**src/rtl/din_syn_pkg.sv**
```systemverilog
// Shared types and helpers for the DIN/SYN serializer: FSM state encoding
// and the bit-counter width rule.
package din_syn_pkg;

  typedef enum logic [1:0] {
    IDLE  = 2'd0,
    SHIFT = 2'd1,
    SYNC  = 2'd2
  } state_e;

  // The counter also has to hold index NBITS, which is the SYNC slot.
  function automatic int cnt_width(input int nbits);
    return $clog2(nbits + 1);
  endfunction

endpackage

```
**src/rtl/sclk_div.sv**
```systemverilog
// Serial clock divider: sclk half-period is div+1 clk_in cycles. The strobes
// flag the cycle just before sclk rises or falls.
module sclk_div #(
  parameter int DIV_W = 8
) (
  input  logic             clk_in,
  input  logic             rst_n,
  input  logic             run,
  input  logic [DIV_W-1:0] div,
  output logic             sclk,
  output logic             rise_stb,
  output logic             fall_stb
);

  logic [DIV_W-1:0] cnt_q, cnt_d;
  logic             sclk_q, sclk_d;
  logic             half_end;

  always_comb begin
    half_end = (cnt_q == div);
    rise_stb = run & half_end & ~sclk_q;
    fall_stb = run & half_end & sclk_q;
    cnt_d    = cnt_q + DIV_W'(1);
    sclk_d   = sclk_q;
    if (!run) begin
      cnt_d  = '0;
      sclk_d = 1'b0;
    end else if (half_end) begin
      cnt_d  = '0;
      sclk_d = ~sclk_q;
    end
  end

  always_ff @(posedge clk_in) begin
    if (!rst_n) begin
      cnt_q  <= '0;
      sclk_q <= 1'b0;
    end else begin
      cnt_q  <= cnt_d;
      sclk_q <= sclk_d;
    end
  end

  assign sclk = sclk_q;

endmodule

```
**src/rtl/din_syn_serializer.sv**
```systemverilog
// Multi-lane DIN/SYN frame serializer: snapshots a pattern on a trig edge and
// shifts it out with a divided serial clock, a SYN slot and repeat support.
module din_syn_serializer
  import din_syn_pkg::*;
#(
  parameter int NBITS = 626,
  parameter int NCH   = 1,
  parameter int DIV_W = 8,
  parameter int REP_W = 8
) (
  input  logic                 clk_in,
  input  logic                 rst_n,
  input  logic [NCH*NBITS-1:0] data_reg,
  input  logic                 trig,
  input  logic                 abort,
  input  logic                 clr_mode,
  input  logic                 clr_2_one,
  input  logic                 msb_first,
  input  logic [DIV_W-1:0]     div,
  input  logic [REP_W-1:0]     repeat_n,
  output logic                 sclk,
  output logic [NCH-1:0]       din,
  output logic                 syn,
  output logic                 out_en,
  output logic                 sclk_oe,
  output logic                 busy,
  output logic                 done
);

  localparam int               BIT_W    = cnt_width(NBITS);
  localparam logic [BIT_W-1:0] LAST_BIT = BIT_W'(NBITS - 1);

  state_e               state_q, state_d;
  logic [BIT_W-1:0]     bit_q, bit_d;
  logic [REP_W-1:0]     frm_q, frm_d;
  logic                 done_q, done_d;
  logic [NCH-1:0]       din_q, din_d;
  logic [NCH-1:0]       nxt_q, nxt_d;
  logic [BIT_W-1:0]     nxt_idx;
  logic                 trig_arm_q;
  logic                 trig_edge;
  logic                 start;

  logic [NCH*NBITS-1:0] data_q;
  logic                 clr_q;
  logic                 one_q;
  logic                 msb_q;
  logic [DIV_W-1:0]     div_q;
  logic [REP_W-1:0]     rep_q;

  logic                 run;
  logic                 rise_stb;
  logic                 fall_stb;

  // Lane mux: one bit per lane at transmit index idx (idx < NBITS).
  function automatic logic [NCH-1:0] pick_bits(
    input logic [NCH*NBITS-1:0] d,
    input logic                 clr,
    input logic                 one,
    input logic                 msb,
    input logic [BIT_W-1:0]     idx
  );
    logic [BIT_W-1:0] k;
    logic [NCH-1:0]   r;
    k = msb ? (LAST_BIT - idx) : idx;
    for (int c = 0; c < NCH; c++) begin
      r[c] = clr ? one : d[c*NBITS + int'(k)];
    end
    return r;
  endfunction

  // trig_arm_q is set once trig has been seen low; reset clears it so a
  // trig held high across reset release cannot start a sequence.
  always_ff @(posedge clk_in) begin
    if (!rst_n) begin
      trig_arm_q <= 1'b0;
    end else begin
      trig_arm_q <= ~trig;
    end
  end

  assign trig_edge = trig & trig_arm_q;
  assign start     = (state_q == IDLE) && trig_edge && !abort;
  assign run       = (state_q != IDLE) && !abort;

  sclk_div #(
    .DIV_W (DIV_W)
  ) u_sclk_div (
    .clk_in   (clk_in),
    .rst_n    (rst_n),
    .run      (run),
    .div      (div_q),
    .sclk     (sclk),
    .rise_stb (rise_stb),
    .fall_stb (fall_stb)
  );

  always_ff @(posedge clk_in) begin
    if (!rst_n) begin
      state_q <= IDLE;
    end else begin
      state_q <= state_d;
    end
  end

  always_comb begin
    state_d = state_q;
    if (abort) begin
      state_d = IDLE;
    end else begin
      unique case (state_q)
        IDLE:    if (trig_edge) state_d = SHIFT;
        SHIFT:   if (fall_stb && (bit_q == LAST_BIT)) state_d = SYNC;
        SYNC:    if (fall_stb) state_d = (frm_q == rep_q) ? IDLE : SHIFT;
        default: state_d = IDLE;
      endcase
    end
  end

  always_comb begin
    busy    = 1'b0;
    out_en  = 1'b0;
    sclk_oe = 1'b0;
    syn     = 1'b0;
    if (state_q != IDLE) begin
      busy    = 1'b1;
      out_en  = 1'b1;
      sclk_oe = 1'b1;
    end
    if ((state_q == SYNC) && !clr_q) begin
      syn = 1'b1;
    end
  end

  assign din  = din_q;
  assign done = done_q;

  // The next lane value is looked up on the sclk rise so din_q only has to
  // load it on the falling strobe; the wide lane mux stays off the pad path.
  always_comb begin
    nxt_idx = '0;
    nxt_d   = nxt_q;
    if ((state_q == SHIFT) && (bit_q != LAST_BIT)) begin
      nxt_idx = bit_q + BIT_W'(1);
    end
    if (rise_stb) begin
      if ((state_q == SHIFT) && (bit_q == LAST_BIT)) begin
        nxt_d = {NCH{clr_q & one_q}};
      end else begin
        nxt_d = pick_bits(data_q, clr_q, one_q, msb_q, nxt_idx);
      end
    end
  end

  always_comb begin
    bit_d  = bit_q;
    frm_d  = frm_q;
    din_d  = din_q;
    done_d = 1'b0;
    if (state_d == IDLE) begin
      bit_d  = '0;
      frm_d  = '0;
      din_d  = '0;
      done_d = (state_q == SYNC) && fall_stb && !abort;
    end else if (start) begin
      bit_d = '0;
      frm_d = '0;
      din_d = pick_bits(data_reg, clr_mode, clr_2_one, msb_first, '0);
    end else if (fall_stb) begin
      din_d = nxt_q;
      if (state_q == SHIFT) begin
        bit_d = bit_q + BIT_W'(1);
      end else begin
        bit_d = '0;
        frm_d = frm_q + REP_W'(1);
      end
    end
  end

  always_ff @(posedge clk_in) begin
    if (!rst_n) begin
      bit_q  <= '0;
      frm_q  <= '0;
      din_q  <= '0;
      done_q <= 1'b0;
    end else begin
      bit_q  <= bit_d;
      frm_q  <= frm_d;
      din_q  <= din_d;
      done_q <= done_d;
    end
  end

  // Shadow copies of the configuration, frozen for the whole sequence.
  always_ff @(posedge clk_in) begin
    if (start) begin
      data_q <= data_reg;
      clr_q  <= clr_mode;
      one_q  <= clr_2_one;
      msb_q  <= msb_first;
      div_q  <= div;
      rep_q  <= repeat_n;
    end
    nxt_q <= nxt_d;
  end

endmodule

```
**config.mk**
```make
export PLATFORM = sky130hd
export DESIGN_NAME = din_syn_serializer
export DESIGN_NICKNAME = d
export VERILOG_FILES = /design/src/rtl/din_syn_pkg.sv /design/src/rtl/sclk_div.sv /design/src/rtl/din_syn_serializer.sv
export SDC_FILE = /design/constraint.sdc
export NUM_CORES = 1
export LEC_CHECK = 0
export BUFFER_PORTS_ARGS = -buffer_cell sky130_fd_sc_hd__buf_2
export CAP_MARGIN = 15
export CORE_AREA = 2 2 254 256
export CTS_BUF_LIST = sky130_fd_sc_hd__clkbuf_4 sky130_fd_sc_hd__clkbuf_8 sky130_fd_sc_hd__clkbuf_16
export CTS_CLUSTER_SIZE = 28
export DETAILED_ROUTE_END_ITERATION = 10
export DIE_AREA = 0 0 256 258
export GPL_ROUTABILITY_DRIVEN = 1
export GPL_TIMING_DRIVEN = 0
export PLACE_DENSITY = 0.73
export REMOVE_ABC_BUFFERS = 1
export SLEW_MARGIN = 15
export SYNTH_ARGS = -nofsm -noshare
export SYNTH_HDL_FRONTEND = slang
export SYNTH_SLANG_ARGS = --single-unit
export TNS_END_PERCENT = 5
```
**constraint.sdc**
```tcl
create_clock -name clk_in -period 77.8 [get_ports clk_in]
set_input_delay 7.78 -clock clk_in [delete_from_list [all_inputs] [get_ports clk_in]]
set_output_delay 7.78 -clock clk_in [all_outputs]
set_load 0.05 [all_outputs]
```
==> flow_summary.html <==
<table>
<tr><th>Metric</th><th>Value</th></tr>
<tr><th colspan="2">Timing</th></tr>
<tr><td>Pins over their slew limit</td><td>0</td></tr>
<tr><td>Slew at the pin closest to its max-slew limit</td><td>about 1.2 ns</td></tr>
<tr><td>Aggregate negative setup slack</td><td>0 ns</td></tr>
<tr><td>Portion of the clock cycle consumed by the worst path in the final layout</td><td>about an eighth</td></tr>
<tr><td>Final setup violation count</td><td>0</td></tr>
<tr><td>Relative slew margins</td><td>17.5%</td></tr>
<tr><td>Time the worst path needs with I/O delays and setup</td><td>slightly above 10 ns</td></tr>
<tr><td>RSZ-0062 raised after global routing</td><td>no</td></tr>
<tr><td>Worst-case clock skew</td><td>about 0.018 ns</td></tr>
<tr><td>Fin. Hold Viols</td><td>0</td></tr>
<tr><td>F_max</td><td>approximately 97 MHz</td></tr>
<tr><th colspan="2">Pwr</th></tr>
<tr><td>Switching power of the nets</td><td>about 0.00017 W</td></tr>
<tr><td>VDD IR-drop max</td><td>approximately 0.018 mV</td></tr>
<tr><td>Relative contribution of sequential cells to total power</td><td>51.3%</td></tr>
<tr><td>Leakage component of the power</td><td>between 10 and 15 nW</td></tr>
<tr><td>Logic gate share of total power</td><td>roughly 4.7%</td></tr>
<tr><td>Part of the total power dissipated in the clock network</td><td>a little over two fifths</td></tr>
<tr><td>Pint</td><td>about 0.00063 W</td></tr>
<tr><td>Total power</td><td>approximately 0.00080 W</td></tr>
<tr><td>P per Cell Area</td><td>about 22 nW/um2</td></tr>
<tr><td>Net Sw Frac</td><td>between 20% and 30%</td></tr>
<tr><th colspan="2">Setup path</th></tr>
<tr><td>Cell with the largest stage delay on the worst path</td><td>sky130_fd_sc_hd__nor2_4</td></tr>
<tr><td>Cell mode on critical path</td><td>sky130_fd_sc_hd__buf_12</td></tr>
<tr><td>Worst Path Arrival</td><td>approximately 11 ns</td></tr>
<tr><td>Biggest fanout along the worst timing path</td><td>34</td></tr>
<tr><td>Critical path's largest stage delay</td><td>0.56 ns</td></tr>
<tr><td>Crit Path Category</td><td>primary input to flip-flop</td></tr>
<tr><td>Number of cells on the worst reg-to-reg path</td><td>18</td></tr>
<tr><td>RR Startpoint</td><td>bit_q[0]$_SDFFE_PP0P_</td></tr>
<tr><td>Setup slack, reg-to-reg</td><td>~70 ns</td></tr>
<tr><td>R2r endpoint</td><td>nxt_q$_DFFE_PP_</td></tr>
<tr><td>Worst path top cell family by delay</td><td>buffers and inverters</td></tr>
<tr><td>Required time of the critical path</td><td>a little under 80 ns</td></tr>
<tr><td>CP endpoint kind</td><td>flip-flop</td></tr>
<tr><td>Critical path buffers and inverters</td><td>9</td></tr>
<tr><td>Startpoint types</td><td>primary input</td></tr>
<tr><td>Critical path, cell by cell</td><td>buf_2, nand3_1, nor2_4, buf_12, buf_12, buf_12, buf_16, buf_12, buf_12, buf_12, buf_12</td></tr>
<tr><th colspan="2">Worst hold path</th></tr>
<tr><td>Hold-critical path endpoint</td><td>u_sclk_div.cnt_q[0]$_SDFF_PP0_</td></tr>
<tr><td>Worst min-delay path class</td><td>flip-flop to flip-flop</td></tr>
<tr><td>WHS Path Cells</td><td>1</td></tr>
<tr><td>Worst hold start</td><td>u_sclk_div.cnt_q[0]$_SDFF_PP0_</td></tr>
<tr><th colspan="2">Global route</th></tr>
<tr><td>Initial antenna violation count</td><td>43</td></tr>
<tr><td>Largest net degree at the start of global routing</td><td>53</td></tr>
<tr><td>Layer carrying the most global-route usage</td><td>met2</td></tr>
<tr><td>Met1 demand-to-capacity share in global routing</td><td>roughly 35%</td></tr>
<tr><td>GRT overflow</td><td>0</td></tr>
<tr><td>Met2 usage</td><td>between 40 and 50%</td></tr>
<tr><td>Global routing usage summed across all routing layers</td><td>28.7%</td></tr>
<tr><td>Via count of the first global-routing pass</td><td>roughly 22,000</td></tr>
<tr><td>First-pass GRT wire length</td><td>around 140,000 um</td></tr>
<tr><td>Global-route met3 utilization</td><td>around 6%</td></tr>
<tr><th colspan="2">Clock tree</th></tr>
<tr><td>Clock transition at path regs</td><td>about 0.06 ns</td></tr>
<tr><td>Sink count of the clock tree</td><td>678</td></tr>
<tr><td>Number of post-CTS setup repair buffers</td><td>0</td></tr>
<tr><td>Maximum root-to-sink buffer count</td><td>3</td></tr>
<tr><td>Buffer type at the clock tree root</td><td>sky130_fd_sc_hd__clkbuf_16</td></tr>
<tr><td>Num CTS Buffers</td><td>74</td></tr>
<tr><td>H-tree lvl count</td><td>3</td></tr>
<tr><td>Number of buffers inserted for hold repair after clock tree synthesis</td><td>0</td></tr>
<tr><td>Later-pin clock latency in the skew report</td><td>around 0.62 ns</td></tr>
<tr><td>TritonCTS clock tree</td><td>built</td></tr>
<tr><td>Number of gates resized after cts</td><td>0</td></tr>
<tr><th colspan="2">Floorplanning</th></tr>
<tr><td>Die extent in y</td><td>between 200 and 300 um</td></tr>
<tr><td>I/O pin cnt</td><td>~660</td></tr>
<tr><td>Initial Util</td><td>roughly 45%</td></tr>
<tr><td>Core Rows</td><td>93</td></tr>
<tr><td>Die Wd</td><td>256 um</td></tr>
<tr><td>Die area</td><td>between 60,000 and 70,000 um2</td></tr>
<tr><td>Placeable core area</td><td>63,600 um2</td></tr>
<tr><th colspan="2">Drt</th></tr>
<tr><td>Total via count after detailed routing</td><td>21,800</td></tr>
<tr><td>Final antenna-violating net count</td><td>0</td></tr>
<tr><td>DRC violations left</td><td>0</td></tr>
<tr><td>Average via count per standard cell</td><td>about 5.9</td></tr>
<tr><td>First DRT Iteration DRCs</td><td>2,438</td></tr>
<tr><td>Count of TritonRoute iterations in the first routing pass</td><td>6</td></tr>
<tr><td>Final routed wire length divided by cell count</td><td>approximately 26 um</td></tr>
<tr><td>Total Wirelength</td><td>just under 100,000 um</td></tr>
<tr><th colspan="2">Layout</th></tr>
<tr><td>Synth-to-layout area growth</td><td>27.5%</td></tr>
<tr><td>Number of nets in the finished design</td><td>roughly 3,400</td></tr>
<tr><td>Storage element area</td><td>20,000 um2</td></tr>
<tr><td>Final non-filler cell total</td><td>around 3,700</td></tr>
<tr><td>Layout cells sized above 1</td><td>about 34%</td></tr>
<tr><td>Fill count</td><td>5,057</td></tr>
<tr><td>Commonest cells after routing, fill and taps aside</td><td>sky130_fd_sc_hd__buf_2, sky130_fd_sc_hd__edfxtp_1, sky130_fd_sc_hd__nand2_1</td></tr>
<tr><td>Core occupancy in the finished layout</td><td>~58%</td></tr>
<tr><td>Area of combinational cells with multiple inputs</td><td>8230 um2</td></tr>
<tr><td>Most common library cell in the layout ignoring fill and taps</td><td>sky130_fd_sc_hd__buf_2</td></tr>
<tr><th colspan="2">Status</th></tr>
<tr><td>Status</td><td>finished, final reports clean</td></tr>
<tr><th colspan="2">Logic synthesis</th></tr>
<tr><td>Post-synth top area cell</td><td>sky130_fd_sc_hd__edfxtp_1</td></tr>
<tr><td>Synth Flop Type</td><td>sky130_fd_sc_hd__edfxtp_1</td></tr>
<tr><td>Async set-reset flop share out of synthesis</td><td>0%</td></tr>
<tr><td>Cells taking the most area after synthesis</td><td>sky130_fd_sc_hd__edfxtp_1, sky130_fd_sc_hd__nand2_1, sky130_fd_sc_hd__mux2i_1</td></tr>
<tr><td>Count of flip-flops with a built-in enable after synthesis</td><td>~650</td></tr>
<tr><td>Seq cells post-synth</td><td>678</td></tr>
<tr><td>Sequential area share after synthesis</td><td>69.7%</td></tr>
<tr><td>Cells after synthesis</td><td>between 2,000 and 2,500</td></tr>
<tr><td>Yosys warns</td><td>0</td></tr>
<tr><td>Unique cell type count in the Yosys netlist</td><td>100</td></tr>
<tr><td>Cell area after synthesis</td><td>~29,000 um2</td></tr>
<tr><td>Average cell area after synthesis</td><td>roughly 14 um2</td></tr>
<tr><td>Share of the synthesized area in the top cell type</td><td>about 67%</td></tr>
<tr><th colspan="2">Placed design</th></tr>
<tr><td>RePlAce Congestion</td><td>0.897</td></tr>
<tr><td>Number of placed instances with taps included</td><td>3,526</td></tr>
<tr><td>Post-DP HPWL</td><td>approximately 72,000 um</td></tr>
<tr><td>Number of port buffers</td><td>655</td></tr>
<tr><th colspan="2">Flow run</th></tr>
<tr><td>Total of max-cap violations</td><td>0</td></tr>
</table>
[cell usage after synthesis, types with 15 or more instances]
library cell	instances
sky130_fd_sc_hd__a2111oi_0	16
sky130_fd_sc_hd__a211oi_1	35
sky130_fd_sc_hd__a21oi_1	76
sky130_fd_sc_hd__a221oi_1	20
sky130_fd_sc_hd__a31oi_1	44
sky130_fd_sc_hd__and3_1	23
sky130_fd_sc_hd__and4_1	15
sky130_fd_sc_hd__buf_2	38
sky130_fd_sc_hd__clkbuf_1	70
sky130_fd_sc_hd__dfxtp_1	32
sky130_fd_sc_hd__edfxtp_1	646
sky130_fd_sc_hd__mux2_2	31
sky130_fd_sc_hd__mux2i_1	89
sky130_fd_sc_hd__nand2_1	326
sky130_fd_sc_hd__nand3_1	78
sky130_fd_sc_hd__nand4_1	21
sky130_fd_sc_hd__nor2_1	76
sky130_fd_sc_hd__nor3_1	21
sky130_fd_sc_hd__o21ai_0	58
sky130_fd_sc_hd__o22ai_1	19
sky130_fd_sc_hd__o31ai_1	20
sky130_fd_sc_hd__xnor2_1	22
sky130_fd_sc_hd__xor2_1	24
[metrics by stage]
step	hold slack [ns]	cell area (um2)	worst slack, ns
after global routing	0.527	36700	67.40
after CTS	0.499	36600	67.60
after detailed placement	0.484	34200	66.96
final	0.498	36700	67.53
after floorplan	0.447	28100	41.26
after global placement	0.480	32400	30.09
[kinds of logic after synthesis]
group / count (synthesis) / synth area share (%)
xor gates and xnor gates: 47 / 1.46
DFF: 678 / 69.7
muxes: 133 / 5.02
buffers and inverters: 147 / 2.43
adders and majority gates: 5 / 0.218
AOI/OAI and AO/OA: 444 / 11.1
and+or+nand+nor: 622 / 10.1
[worst max-delay path by stage]
stage | cells past startpoint | end | slack (ns) | from
6_report | 11 | data_q[198]$_DFFE_PP_ | 67.53 | trig
3_3_place_gp | 5 | din$_SDFFE_PP0P_ | 30.09 | trig
2_1_floorplan | 4 | din$_SDFFE_PP0P_ | 41.26 | trig
3_5_place_dp | 11 | data_q[101]$_DFFE_PP_ | 66.96 | trig
4_1_cts | 11 | data_q[101]$_DFFE_PP_ | 67.60 | trig
5_1_grt | 11 | data_q[198]$_DFFE_PP_ | 67.40 | trig
[cell type report]
type,instances,share of cell area (%)
clock inverter,39,0.979
tap,855,2.92
multi-input combinational,1251,22.5
antenna,34,0.232
inverter,7,0.0853
clock buffer,94,5.64
timing repair buffer,735,13.0
sequential,678,54.6
[power groups by stage]
stage	clock (W)	combinational, W	sequential [W]
after global routing	0.000370	0.0000400	0.000409
after floorplan	0	0.0000117	0.000424
after CTS	0.000354	0.0000372	0.000409
after detailed placement	0	0.0000369	0.000416
after global placement	0	0.0000334	0.000427
final	0.000351	0.0000374	0.000409
[flip-flops by register name, summed over array words and instances, names as in the netlist]
| name | count |
|---|---|
| data_q | 626 |
| frm_q | 8 |
| div_q | 8 |
| done | 1 |
| bit_q | 10 |
| u_sclk_div.cnt_q | 8 |
| rep_q | 8 |
| nxt_q | 1 |
| din | 1 |
| clr_q | 1 |
| u_sclk_div.sclk | 1 |
| one_q | 1 |
| trig_arm_q | 1 |
| msb_q | 1 |
| state_q | 2 |
[worst reg2reg max path, stage by stage (launching register included)]
cell and delay [ns]:
sky130_fd_sc_hd__dfxtp_1 0.91, sky130_fd_sc_hd__ha_1 0.45, sky130_fd_sc_hd__or3b_1 0.49, sky130_fd_sc_hd__a31oi_4 0.69
sky130_fd_sc_hd__buf_16 0.24, sky130_fd_sc_hd__buf_16 0.18, sky130_fd_sc_hd__inv_6 0.13, sky130_fd_sc_hd__ha_1 0.36
sky130_fd_sc_hd__and2_1 0.20, sky130_fd_sc_hd__nor4_1 0.67, sky130_fd_sc_hd__nor2_4 0.31, sky130_fd_sc_hd__buf_12 0.26
sky130_fd_sc_hd__mux2_2 0.32, sky130_fd_sc_hd__a221oi_1 0.49, sky130_fd_sc_hd__a311oi_1 0.17, sky130_fd_sc_hd__and4b_1 0.26
sky130_fd_sc_hd__a2111oi_1 0.74, sky130_fd_sc_hd__nand3_1 0.26, sky130_fd_sc_hd__o211ai_1 0.37
[layer usage]
metal	share of wire [%]	routed length [um]
met2	50	49000
met3	8.9	8690
met4	4.1	3970
met1	37	36100
met5	0.13	126
No activity file was read; power rests on OpenSTA's default activity.
